**config.mk**
```make
export PLATFORM = sky130hd
export DESIGN_NAME = vector_proc_arbiter_flat
export DESIGN_NICKNAME = d
export VERILOG_FILES = /design/src/rtl/vector_proc_arbiter_if.sv /design/src/rtl/vector_proc_arbiter.sv /design/src/flat_wrapper.sv
export SDC_FILE = /design/constraint.sdc
export NUM_CORES = 1
export LEC_CHECK = 0
export CORE_AREA = 2 2 349 351
export DETAILED_ROUTE_END_ITERATION = 12
export DIE_AREA = 0 0 351 353
export SYNTH_ARGS = -nofsm -noshare
export SYNTH_HDL_FRONTEND = slang
export SYNTH_SLANG_ARGS = --single-unit
```
**constraint.sdc**
```tcl
create_clock -name clk -period 16.2 [get_ports clk]
set_input_delay 4.86 -clock clk [delete_from_list [all_inputs] [get_ports clk]]
set_output_delay 4.86 -clock clk [all_outputs]
set_load 0.01 [all_outputs]
```
**src/rtl/vector_proc_arbiter_if.sv**
```systemverilog
// Handshake bundle shared by the shader requesters, the arbiter and the vector processor.
// The arbiter uses the slave modport; the surrounding environment drives the master side.
interface vector_proc_arbiter_if #(
   parameter int DATA_WIDTH   = 16,
   parameter int VECTOR_WIDTH = 4,
   parameter int NUM_REQ      = 4,
   parameter int REQ_ID_WIDTH = 2
);
   localparam int VEC_W = VECTOR_WIDTH * DATA_WIDTH;

   logic [NUM_REQ-1:0]            req_start;
   logic [NUM_REQ*4-1:0]          req_operation;
   logic [NUM_REQ*VEC_W-1:0]      req_vec_a;
   logic [NUM_REQ*VEC_W-1:0]      req_vec_b;
   logic [NUM_REQ*DATA_WIDTH-1:0] req_scalar;
   logic [NUM_REQ-1:0]            req_busy;
   logic [NUM_REQ-1:0]            req_done;
   logic [VEC_W-1:0]              req_result;
   logic [NUM_REQ-1:0]            req_result_valid;

   logic                          vp_start;
   logic [3:0]                    vp_operation;
   logic [VEC_W-1:0]              vp_vec_a;
   logic [VEC_W-1:0]              vp_vec_b;
   logic [DATA_WIDTH-1:0]         vp_scalar;
   logic                          vp_busy;
   logic                          vp_done;
   logic [VEC_W-1:0]              vp_result;
   logic                          vp_result_valid;

   logic [REQ_ID_WIDTH-1:0]       grant_id;
   logic                          timeout_err;
   logic                          drop_err;

   modport slave (
      input  req_start, req_operation, req_vec_a, req_vec_b, req_scalar,
      output req_busy, req_done, req_result, req_result_valid,
      output vp_start, vp_operation, vp_vec_a, vp_vec_b, vp_scalar,
      input  vp_busy, vp_done, vp_result, vp_result_valid,
      output grant_id, timeout_err, drop_err
   );

   modport master (
      output req_start, req_operation, req_vec_a, req_vec_b, req_scalar,
      input  req_busy, req_done, req_result, req_result_valid,
      input  vp_start, vp_operation, vp_vec_a, vp_vec_b, vp_scalar,
      output vp_busy, vp_done, vp_result, vp_result_valid,
      input  grant_id, timeout_err, drop_err
   );
endinterface

```
**src/rtl/vector_proc_arbiter.sv**
```systemverilog
// Round-robin arbiter sharing one vector processor between NUM_REQ shader pipelines,
// with a holding slot per requester and one operation in flight at a time.
module vector_proc_arbiter #(
   parameter int DATA_WIDTH     = 16,
   parameter int VECTOR_WIDTH   = 4,
   parameter int NUM_REQ        = 4,
   parameter int REQ_ID_WIDTH   = 2,
   parameter int TIMEOUT_CYCLES = 255
) (
   input logic                 clk,
   input logic                 rst_n,
   vector_proc_arbiter_if.slave bus
);
   localparam int VEC_W  = VECTOR_WIDTH * DATA_WIDTH;
   localparam int WAIT_W = $clog2(TIMEOUT_CYCLES + 1);

   typedef enum logic {IDLE, WAIT} state_t;

   state_t                  state;
   logic [NUM_REQ-1:0]      slot_valid;
   logic [3:0]              slot_op     [NUM_REQ];
   logic [VEC_W-1:0]        slot_a      [NUM_REQ];
   logic [VEC_W-1:0]        slot_b      [NUM_REQ];
   logic [DATA_WIDTH-1:0]   slot_scalar [NUM_REQ];
   logic [REQ_ID_WIDTH-1:0] rr_ptr;
   logic [WAIT_W-1:0]       wait_cnt;

   logic [NUM_REQ-1:0]      pending;
   logic                    pick_found;
   logic [REQ_ID_WIDTH-1:0] pick_id;
   logic [REQ_ID_WIDTH-1:0] cand;
   logic [REQ_ID_WIDTH-1:0] next_ptr;
   logic                    vp_done_unused;

   // A slot stays valid through its result strobe cycle so req_busy covers it; it must not be re-issued then.
   assign pending        = slot_valid & ~bus.req_result_valid;
   assign bus.req_busy   = slot_valid;
   assign next_ptr       = REQ_ID_WIDTH'((int'(bus.grant_id) + 1) % NUM_REQ);
   assign vp_done_unused = bus.vp_done;

   always_comb begin
      pick_found = 1'b0;
      pick_id    = '0;
      cand       = '0;
      for (int k = NUM_REQ - 1; k >= 0; k--) begin
         cand = REQ_ID_WIDTH'((int'(rr_ptr) + k) % NUM_REQ);
         if (pending[cand]) begin
            pick_found = 1'b1;
            pick_id    = cand;
         end
      end
   end

   always_ff @(posedge clk) begin
      if (!rst_n) begin
         state                <= IDLE;
         slot_valid           <= '0;
         rr_ptr               <= '0;
         wait_cnt             <= '0;
         for (int i = 0; i < NUM_REQ; i++) begin
            slot_op[i]     <= '0;
            slot_a[i]      <= '0;
            slot_b[i]      <= '0;
            slot_scalar[i] <= '0;
         end
         bus.req_done         <= '0;
         bus.req_result       <= '0;
         bus.req_result_valid <= '0;
         bus.vp_start         <= 1'b0;
         bus.vp_operation     <= '0;
         bus.vp_vec_a         <= '0;
         bus.vp_vec_b         <= '0;
         bus.vp_scalar        <= '0;
         bus.grant_id         <= '0;
         bus.timeout_err      <= 1'b0;
         bus.drop_err         <= 1'b0;
      end else begin
         bus.vp_start         <= 1'b0;
         bus.req_done         <= '0;
         bus.req_result_valid <= '0;

         for (int i = 0; i < NUM_REQ; i++) begin
            if (bus.req_result_valid[i]) begin
               slot_valid[i] <= 1'b0;
            end else if (bus.req_start[i] && !slot_valid[i]) begin
               slot_valid[i]  <= 1'b1;
               slot_op[i]     <= bus.req_operation[4*i +: 4];
               slot_a[i]      <= bus.req_vec_a[VEC_W*i +: VEC_W];
               slot_b[i]      <= bus.req_vec_b[VEC_W*i +: VEC_W];
               slot_scalar[i] <= bus.req_scalar[DATA_WIDTH*i +: DATA_WIDTH];
            end
         end

         if (|(bus.req_start & slot_valid)) begin
            bus.drop_err <= 1'b1;
         end

         case (state)
            IDLE: begin
               if (pick_found && !bus.vp_busy) begin
                  bus.vp_start     <= 1'b1;
                  bus.vp_operation <= slot_op[pick_id];
                  bus.vp_vec_a     <= slot_a[pick_id];
                  bus.vp_vec_b     <= slot_b[pick_id];
                  bus.vp_scalar    <= slot_scalar[pick_id];
                  bus.grant_id     <= pick_id;
                  wait_cnt         <= '0;
                  state            <= WAIT;
               end
            end
            WAIT: begin
               if (bus.vp_result_valid) begin
                  bus.req_result                 <= bus.vp_result;
                  bus.req_result_valid[bus.grant_id] <= 1'b1;
                  bus.req_done[bus.grant_id]     <= 1'b1;
                  rr_ptr                         <= next_ptr;
                  state                          <= IDLE;
               end else if (wait_cnt == WAIT_W'(TIMEOUT_CYCLES - 1)) begin
                  bus.req_result                 <= '0;
                  bus.req_result_valid[bus.grant_id] <= 1'b1;
                  bus.req_done[bus.grant_id]     <= 1'b1;
                  bus.timeout_err                <= 1'b1;
                  rr_ptr                         <= next_ptr;
                  state                          <= IDLE;
               end else begin
                  wait_cnt <= wait_cnt + WAIT_W'(1);
               end
            end
            default: state <= IDLE;
         endcase
      end
   end
endmodule

```
**src/flat_wrapper.sv**
```systemverilog
// flat-port wrapper written by rule: the top's interface ports become plain ports
module vector_proc_arbiter_flat 
#(
   parameter int DATA_WIDTH     = 16,
   parameter int VECTOR_WIDTH   = 4,
   parameter int NUM_REQ        = 4,
   parameter int REQ_ID_WIDTH   = 2,
   parameter int TIMEOUT_CYCLES = 255
)
  (clk, rst_n, bus_req_start, bus_req_operation, bus_req_vec_a, bus_req_vec_b, bus_req_scalar, bus_req_busy, bus_req_done, bus_req_result, bus_req_result_valid, bus_vp_start, bus_vp_operation, bus_vp_vec_a, bus_vp_vec_b, bus_vp_scalar, bus_vp_busy, bus_vp_done, bus_vp_result, bus_vp_result_valid, bus_grant_id, bus_timeout_err, bus_drop_err);
  vector_proc_arbiter_if #(.DATA_WIDTH(DATA_WIDTH), .VECTOR_WIDTH(VECTOR_WIDTH), .NUM_REQ(NUM_REQ), .REQ_ID_WIDTH(REQ_ID_WIDTH)) bus_i ();
  input logic clk;
  input logic rst_n;
  input wire logic [$bits(bus_i.req_start)-1:0] bus_req_start;
  input wire logic [$bits(bus_i.req_operation)-1:0] bus_req_operation;
  input wire logic [$bits(bus_i.req_vec_a)-1:0] bus_req_vec_a;
  input wire logic [$bits(bus_i.req_vec_b)-1:0] bus_req_vec_b;
  input wire logic [$bits(bus_i.req_scalar)-1:0] bus_req_scalar;
  output wire logic [$bits(bus_i.req_busy)-1:0] bus_req_busy;
  output wire logic [$bits(bus_i.req_done)-1:0] bus_req_done;
  output wire logic [$bits(bus_i.req_result)-1:0] bus_req_result;
  output wire logic [$bits(bus_i.req_result_valid)-1:0] bus_req_result_valid;
  output wire logic [$bits(bus_i.vp_start)-1:0] bus_vp_start;
  output wire logic [$bits(bus_i.vp_operation)-1:0] bus_vp_operation;
  output wire logic [$bits(bus_i.vp_vec_a)-1:0] bus_vp_vec_a;
  output wire logic [$bits(bus_i.vp_vec_b)-1:0] bus_vp_vec_b;
  output wire logic [$bits(bus_i.vp_scalar)-1:0] bus_vp_scalar;
  input wire logic [$bits(bus_i.vp_busy)-1:0] bus_vp_busy;
  input wire logic [$bits(bus_i.vp_done)-1:0] bus_vp_done;
  input wire logic [$bits(bus_i.vp_result)-1:0] bus_vp_result;
  input wire logic [$bits(bus_i.vp_result_valid)-1:0] bus_vp_result_valid;
  output wire logic [$bits(bus_i.grant_id)-1:0] bus_grant_id;
  output wire logic [$bits(bus_i.timeout_err)-1:0] bus_timeout_err;
  output wire logic [$bits(bus_i.drop_err)-1:0] bus_drop_err;
  assign bus_i.req_start = bus_req_start;
  assign bus_i.req_operation = bus_req_operation;
  assign bus_i.req_vec_a = bus_req_vec_a;
  assign bus_i.req_vec_b = bus_req_vec_b;
  assign bus_i.req_scalar = bus_req_scalar;
  assign bus_req_busy = bus_i.req_busy;
  assign bus_req_done = bus_i.req_done;
  assign bus_req_result = bus_i.req_result;
  assign bus_req_result_valid = bus_i.req_result_valid;
  assign bus_vp_start = bus_i.vp_start;
  assign bus_vp_operation = bus_i.vp_operation;
  assign bus_vp_vec_a = bus_i.vp_vec_a;
  assign bus_vp_vec_b = bus_i.vp_vec_b;
  assign bus_vp_scalar = bus_i.vp_scalar;
  assign bus_i.vp_busy = bus_vp_busy;
  assign bus_i.vp_done = bus_vp_done;
  assign bus_i.vp_result = bus_vp_result;
  assign bus_i.vp_result_valid = bus_vp_result_valid;
  assign bus_grant_id = bus_i.grant_id;
  assign bus_timeout_err = bus_i.timeout_err;
  assign bus_drop_err = bus_i.drop_err;
  vector_proc_arbiter #(.DATA_WIDTH(DATA_WIDTH), .VECTOR_WIDTH(VECTOR_WIDTH), .NUM_REQ(NUM_REQ), .REQ_ID_WIDTH(REQ_ID_WIDTH), .TIMEOUT_CYCLES(TIMEOUT_CYCLES)) u_core (.clk(clk), .rst_n(rst_n), .bus(bus_i));
endmodule
```
# Word-level counts from Yosys, hierarchy flattened

Memories as Yosys holds them, arrays and structs flattened. A register that Yosys moved wholly into a read port is not among the register bits.
Index checks and enable logic that the tools add are counted.

Add/subtract/negate cells: 5
Multipliers: 0
Div/mod/pow operators: 0
Order comparisons: 6
Eq/ne operators: 4
Shift-type cells: 0
Mux-type cells: 65
Bitwise gates (word level): 22
Reductions and logical operators: 27

Operators by type and width:

| cell                  | number |
|---|---|
| $mux W64              | 10 |
| $mux W16              | 4 |
| $mux W1               | 29 |
| $mux W4               | 6 |
| $mux W8               | 3 |
| $or A1 B1 Y1          | 16 |
| $pmux W8 S2           | 1 |
| $lt A2 B3 Y1 const B  | 5 |
| $mux W2               | 6 |
| $reduce_or A2 Y1      | 5 |
| $logic_not A1 Y1      | 9 |
| $add A8 B1 Y8 const B | 1 |
| $and A4 B4 Y4         | 2 |
| $bmux W1 S2           | 4 |
| $eq A8 B8 Y1 const B  | 1 |
| $logic_and A1 B1 Y1   | 6 |
| $reduce_and A2 Y1     | 3 |
| $reduce_and A3 Y1     | 2 |
| $add A2 B1 Y2 const B | 2 |
| $add A2 B2 Y2 const B | 2 |
| $ne A2 B2 Y1 const B  | 2 |
| $not A4 Y4            | 1 |
| $reduce_or A4 Y1      | 1 |
| $not A1 Y1            | 3 |
| other kinds (5)       | 5 |

Bits in registers: 88
Latch bits: 0
RAM bits: 592
Bits in read-only memories: 0
Input port bits: 665
Word-level logic and storage cells: 146
Memories: 4

Memories:

| name               | depth | width | rd ports | clocked after memory_dff | wr ports | RTL line                  | RTL |
|---|---|---|---|---|---|---|---|
| u_core.slot_a      | 4     | 64    | 1        | 1                        | 4        | vector_proc_arbiter.sv:22 | `logic [VEC_W-1:0] slot_a [NUM_REQ];` |
| u_core.slot_b      | 4     | 64    | 1        | 1                        | 4        | vector_proc_arbiter.sv:23 | `logic [VEC_W-1:0] slot_b [NUM_REQ];` |
| u_core.slot_scalar | 4     | 16    | 1        | 1                        | 4        | vector_proc_arbiter.sv:24 | `logic [DATA_WIDTH-1:0] slot_scalar [NUM_REQ];` |
| u_core.slot_op     | 4     | 4     | 1        | 1                        | 4        | vector_proc_arbiter.sv:21 | `logic [3:0] slot_op [NUM_REQ];` |

# Depth between registers and ports, before layout

Depth in word-level cells: 11
Gate-level depth with buffers: 9
Depth with buffers taken out: 7

# Least setup slack after synthesis

Ideal clock, no wire load.

Kind: input to register
From: input bus_req_start[1]
To: memory u_core.slot_a[1][0] (netlist name) (enable)
Library setup time: 0.860 ns
Arrival time: 15.260 ns
Required time: 15.340 ns
Setup slack: 0.081 ns
Stages on the path: 2
Cell sequence: nand2b_1 > o21ai_0

RTL lines:

| element     | RTL line                  | RTL |
|---|---|---|
| from (decl) | flat_wrapper.sv:14        | `input wire logic [$bits(bus_i.req_start)-1:0] bus_req_start;` |
| to (decl)   | vector_proc_arbiter.sv:22 |  |

# Worst setup path in the final report

From: input rst_n
To: register u_core.bus.vp_vec_b[12], read port of u_core.slot_b

Longest elaborated chain between the ends: 1

RTL lines:

| element                           | RTL line                     | RTL |
|---|---|---|
| from (decl)                       | flat_wrapper.sv:13           | `input logic rst_n;` |
| $logic_not A1 Y1 (no source line) | --                           |  |
| to (decl)                         | vector_proc_arbiter_if.sv:38 | `output vp_start, vp_operation, vp_vec_a, vp_vec_b, vp_scalar,` |

Every way passes these cells.
A chain may end at the register's enable or synchronous reset.

==> out/qor.txt <==
Fillers: 11,300
TritonCTS clock tree: done
Pre-Repair DR Iteration Count: 5
most heavily used metal layer in global routing: met2
Clock H-tree levels: 3
placed wire-length estimate after detailed placement: 78.7 mm
vertical die dimension: 353 um
IR Drop Worst-Case VDD: 0.0711 mV
Yosys cell types: 50
initial standard-cell utilization of the core: 28.5%
cell type of the slowest stage on the worst timing path: sky130_fd_sc_hd__clkdlybuf4s50_1
max-slew violation count: 0
worst reg2reg setup slack: 11.81 ns
multiplexer share of the synthesized area: 8.67%
CP Max Fanout: 78
cell breakdown of the critical path: clkdlybuf4s50_1, inv_2, buf_4, nor2_2, nand2_4, buf_4, buf_4, o221ai_2
clock slew at the register clock pins of the worst setup and hold paths: 0.06 ns
largest family of logic cells by synthesized area: simple AND/OR/NAND/NOR gates
ranking of synthesized cells by area: sky130_fd_sc_hd__edfxtp_1, sky130_fd_sc_hd__dfxtp_1, sky130_fd_sc_hd__and2_1
number of cells in the design after placement: 4,814
worst reg-to-reg path cell count: 7
wire length of the first global-routing pass: 164 mm
Total Neg Setup Slack: 0 ns
instance area at placement: 44,500 um^2
max frequency: 118 MHz
via count: 22,700
fraction of registers with async set or reset after synthesis: 0%
detailed-route DRC error count: 0
area growth from synthesis to layout: 37.8%
count of nets left with antenna violations after detail routing: 0
worst clock skew on the final layout: 0.0328 ns
Mapped Cells: 2,437
largest area contributor in the netlist: sky130_fd_sc_hd__edfxtp_1
critical path launch point: rst_n
overall routed net length: 117 mm
Worst Hold End: u_core.bus.vp_vec_a[37]$_SDFFE_PN0P_
critical register-to-register path endpoint: u_core.bus.vp_vec_b[37]$_SDFFE_PN0P_
GR Overflow Total: 0
unrepaired setup endpoints after global routing: false
met2 track utilization from global routing: 31.3%
leakage dissipation: 18.1 nW
Worst EP required: 16.69 ns
Post-Syn Nets: 3,108
Hold Crit Start: u_core.bus.vp_vec_a[37]$_SDFFE_PN0P_
number of enable flip-flop cells after synthesis: 592
area of the placeable core: 121,000 um^2
transition at the pin with the smallest max-transition slack: 1.06 ns
number of hold buffers added after CTS: 0
count of endpoints failing setup in the final report: 0
simple-gate share of the synthesized area: 14.1%
routed wirelength normalized by instance count: 23.4 um
number of standard cells in the layout, taps in and fillers out: 5,007
Setup crit start kind: input port
flip-flop and latch count after synthesis: 828
status: complete, no violations
type of destination of the critical path: flop
cell area after layout: 47,400 um^2
yosys synthesis warning count: 0
post_cts resized: 0
clock latency on the worst-skew pair: 0.68 ns
commonest cells after routing, fill and taps aside: sky130_fd_sc_hd__clkdlybuf4s50_1, sky130_fd_sc_hd__and2_1, sky130_fd_sc_hd__edfxtp_1
leading cell type in the layout, fill and taps excluded: sky130_fd_sc_hd__clkdlybuf4s50_1
average footprint of a synthesized cell: 14.1 um^2
cts bufs inserted: 92
buffers inserted during post-CTS setup optimization: 0
maximum number of pins on one net before global-route repair: 95
compound-gate portion of the synthesized area: 7.82%
Min Clock Period, post-route: 8.48 ns
io pins: 894
Total Routing Usage GR: 18.3%
sequential-to-total area share from yosys stat: 65.4%
layout cell share with drive strength beyond 1: 8.75%
RR Startpoint: u_core.bus.req_done[1]$_SDFF_PN0_
final cycle utilization of the critical path: 52.4%
floorplan die area: 124,000 um^2
adder and majority cell fraction of the synthesized area: 0.218%
TritonCTS sink count: 828
Rows: 128
buffer type at the clock tree root: sky130_fd_sc_hd__clkbuf_16
XOR/XNOR share of the synthesized area: 0.153%
headroom to the max-slew limit: 28.3%
P per Cell Area: 109 nW/um^2
worst hold path cell count: 2
deepest clock path buffer count: 3
worst stage delay on the critical path: 0.82 ns
worst hold-check path type: reg -> reg
number of global-route vias before repair: 23,000
arrival time of data at the critical path endpoint: 8.97 ns
horizontal die dimension: 351 um
placer's final routability congestion estimate: 0.829
Net count, final: 3,954
number of hold violations in the final report: 0
area fraction of the dominant cell type after synthesis: 51.7%
post-synth design cell area: 34,400 um^2
initial antenna violation count: 35
number of DRC markers in iteration 0: 1,405
most repeated library cell on the critical path: sky130_fd_sc_hd__buf_4
met1 GRT Util: 22.0%
detailed-route vias per instance: 4.53
crit path kind: in -> reg
met3 Usage GRT: 4.75%
number of maximum-capacitance constraint violations: 0
primary flip-flop cell chosen by synthesis mapping: sky130_fd_sc_hd__edfxtp_1
input/output buffers: 892
where the power goes:
group          internal [mW]  leakage, nW  switching (mW)
clock                   1.12         1.37           0.888
sequential              2.44         8.31          0.0566
combinational          0.338         8.45           0.343
total                   3.89         18.1            1.29
flip-flops by register name (all words and copies together), names as in the netlist:
signal / count
u_core.state: 1
u_core.bus.vp_start: 1
u_core.bus.vp_operation: 4
u_core.bus.grant_id: 2
u_core.bus.timeout_err: 1
u_core.bus.vp_vec_b: 64
u_core.slot_scalar: 64
u_core.bus.vp_vec_a: 64
u_core.bus.vp_scalar: 16
u_core.bus.drop_err: 1
u_core.bus.req_result: 64
u_core.slot_a: 256
u_core.rr_ptr: 2
u_core.wait_cnt: 8
u_core.bus.req_done: 4
u_core.slot_b: 256
u_core.slot_op: 16
u_core.bus.req_busy: 4
cell type report:
class	count	area (um^2)	area share [%]
flip-flops and latches	828	22500	47.4
clock inverters	42	337	0.710
diodes	21	52.6	0.111
repair buffers	927	9220	19.4
inverters	8	30.0	0.0633
clock buffers	130	2510	5.28
multi-input cells	1426	10800	22.7
well taps	1625	2030	4.29
cells by family (layout without fill, tap and decap cells):
group,Yosys count,count (layout)
AOI/OAI and AO/OA,245,245
xor gates and xnor gates,6,6
adders and majority gates,6,6
buffers and inverters,183,1107
DFF,828,828
muxes,298,298
other,0,21
and+or+nand+nor,871,871
metrics by stage:
stage / hold slack, ns / power, mW / setup WS (ns) / utilization, %
floorplan: 0.474 / 2.90 / 0.0808 / -
global placement: 0.443 / 3.22 / 6.90 / 36.9
detailed placement: 0.445 / 3.23 / 6.97 / 36.9
CTS: 0.464 / 5.24 / 7.72 / 39.3
global route: 0.479 / 5.37 / 7.51 / 39.3
finish: 0.461 / 5.18 / 7.72 / 39.3
how the worst max path moves through the flow:
stage                                                      end  slack (ns)  cells past startpoint
after CTS                 u_core.bus.vp_vec_b[12]$_SDFFE_PN0P_        7.72                      8
final                     u_core.bus.vp_vec_b[12]$_SDFFE_PN0P_        7.72                      8
after global routing      u_core.bus.vp_vec_a[42]$_SDFFE_PN0P_        7.51                      8
after floorplan              u_core.slot_a[1][0]$_SDFFCE_PN0P_        0.08                      2
after global placement    u_core.bus.vp_vec_a[42]$_SDFFE_PN0P_        6.90                      8
after detailed placement  u_core.bus.vp_vec_a[42]$_SDFFE_PN0P_        6.97                      8
cells in the mapped netlist, types with 2 or more instances:
cell type,number
sky130_fd_sc_hd__o21ai_0,8
sky130_fd_sc_hd__a22oi_1,64
sky130_fd_sc_hd__o221ai_2,110
sky130_fd_sc_hd__inv_1,8
sky130_fd_sc_hd__o221ai_1,37
sky130_fd_sc_hd__nand2b_1,8
sky130_fd_sc_hd__buf_2,28
sky130_fd_sc_hd__ha_1,6
sky130_fd_sc_hd__edfxtp_1,592
sky130_fd_sc_hd__buf_4,5
sky130_fd_sc_hd__nor2_1,90
sky130_fd_sc_hd__nor3_1,2
sky130_fd_sc_hd__and3_1,4
sky130_fd_sc_hd__a21oi_1,9
sky130_fd_sc_hd__a211oi_1,6
sky130_fd_sc_hd__clkbuf_1,100
sky130_fd_sc_hd__xnor2_1,6
sky130_fd_sc_hd__nand3_1,3
sky130_fd_sc_hd__o211ai_2,2
sky130_fd_sc_hd__dfxtp_1,236
sky130_fd_sc_hd__buf_8,2
sky130_fd_sc_hd__buf_6,4
sky130_fd_sc_hd__buf_1,7
sky130_fd_sc_hd__mux2i_1,297
sky130_fd_sc_hd__buf_12,23
sky130_fd_sc_hd__o211ai_1,2
sky130_fd_sc_hd__and2_1,594
sky130_fd_sc_hd__nand2_2,5
sky130_fd_sc_hd__bufbuf_8,5
sky130_fd_sc_hd__nand2_1,153
sky130_fd_sc_hd__nand4_1,2
per-layer routing:
layer / routed length [um] / vias to the layer above
li1: - / 10500
met1: 46500 / 11200
met4: 2940 / 14
met5: 93 / -
met3: 8710 / 156
met2: 58800 / 790
critical path: cells and delay by family:
kind,cells,cell delay [ns]
and+or+nand+nor,2,0.52
buffers and inverters,5,3.17
AOI/OAI and AO/OA,1,0.20
(Power assumes the default switching activity.)
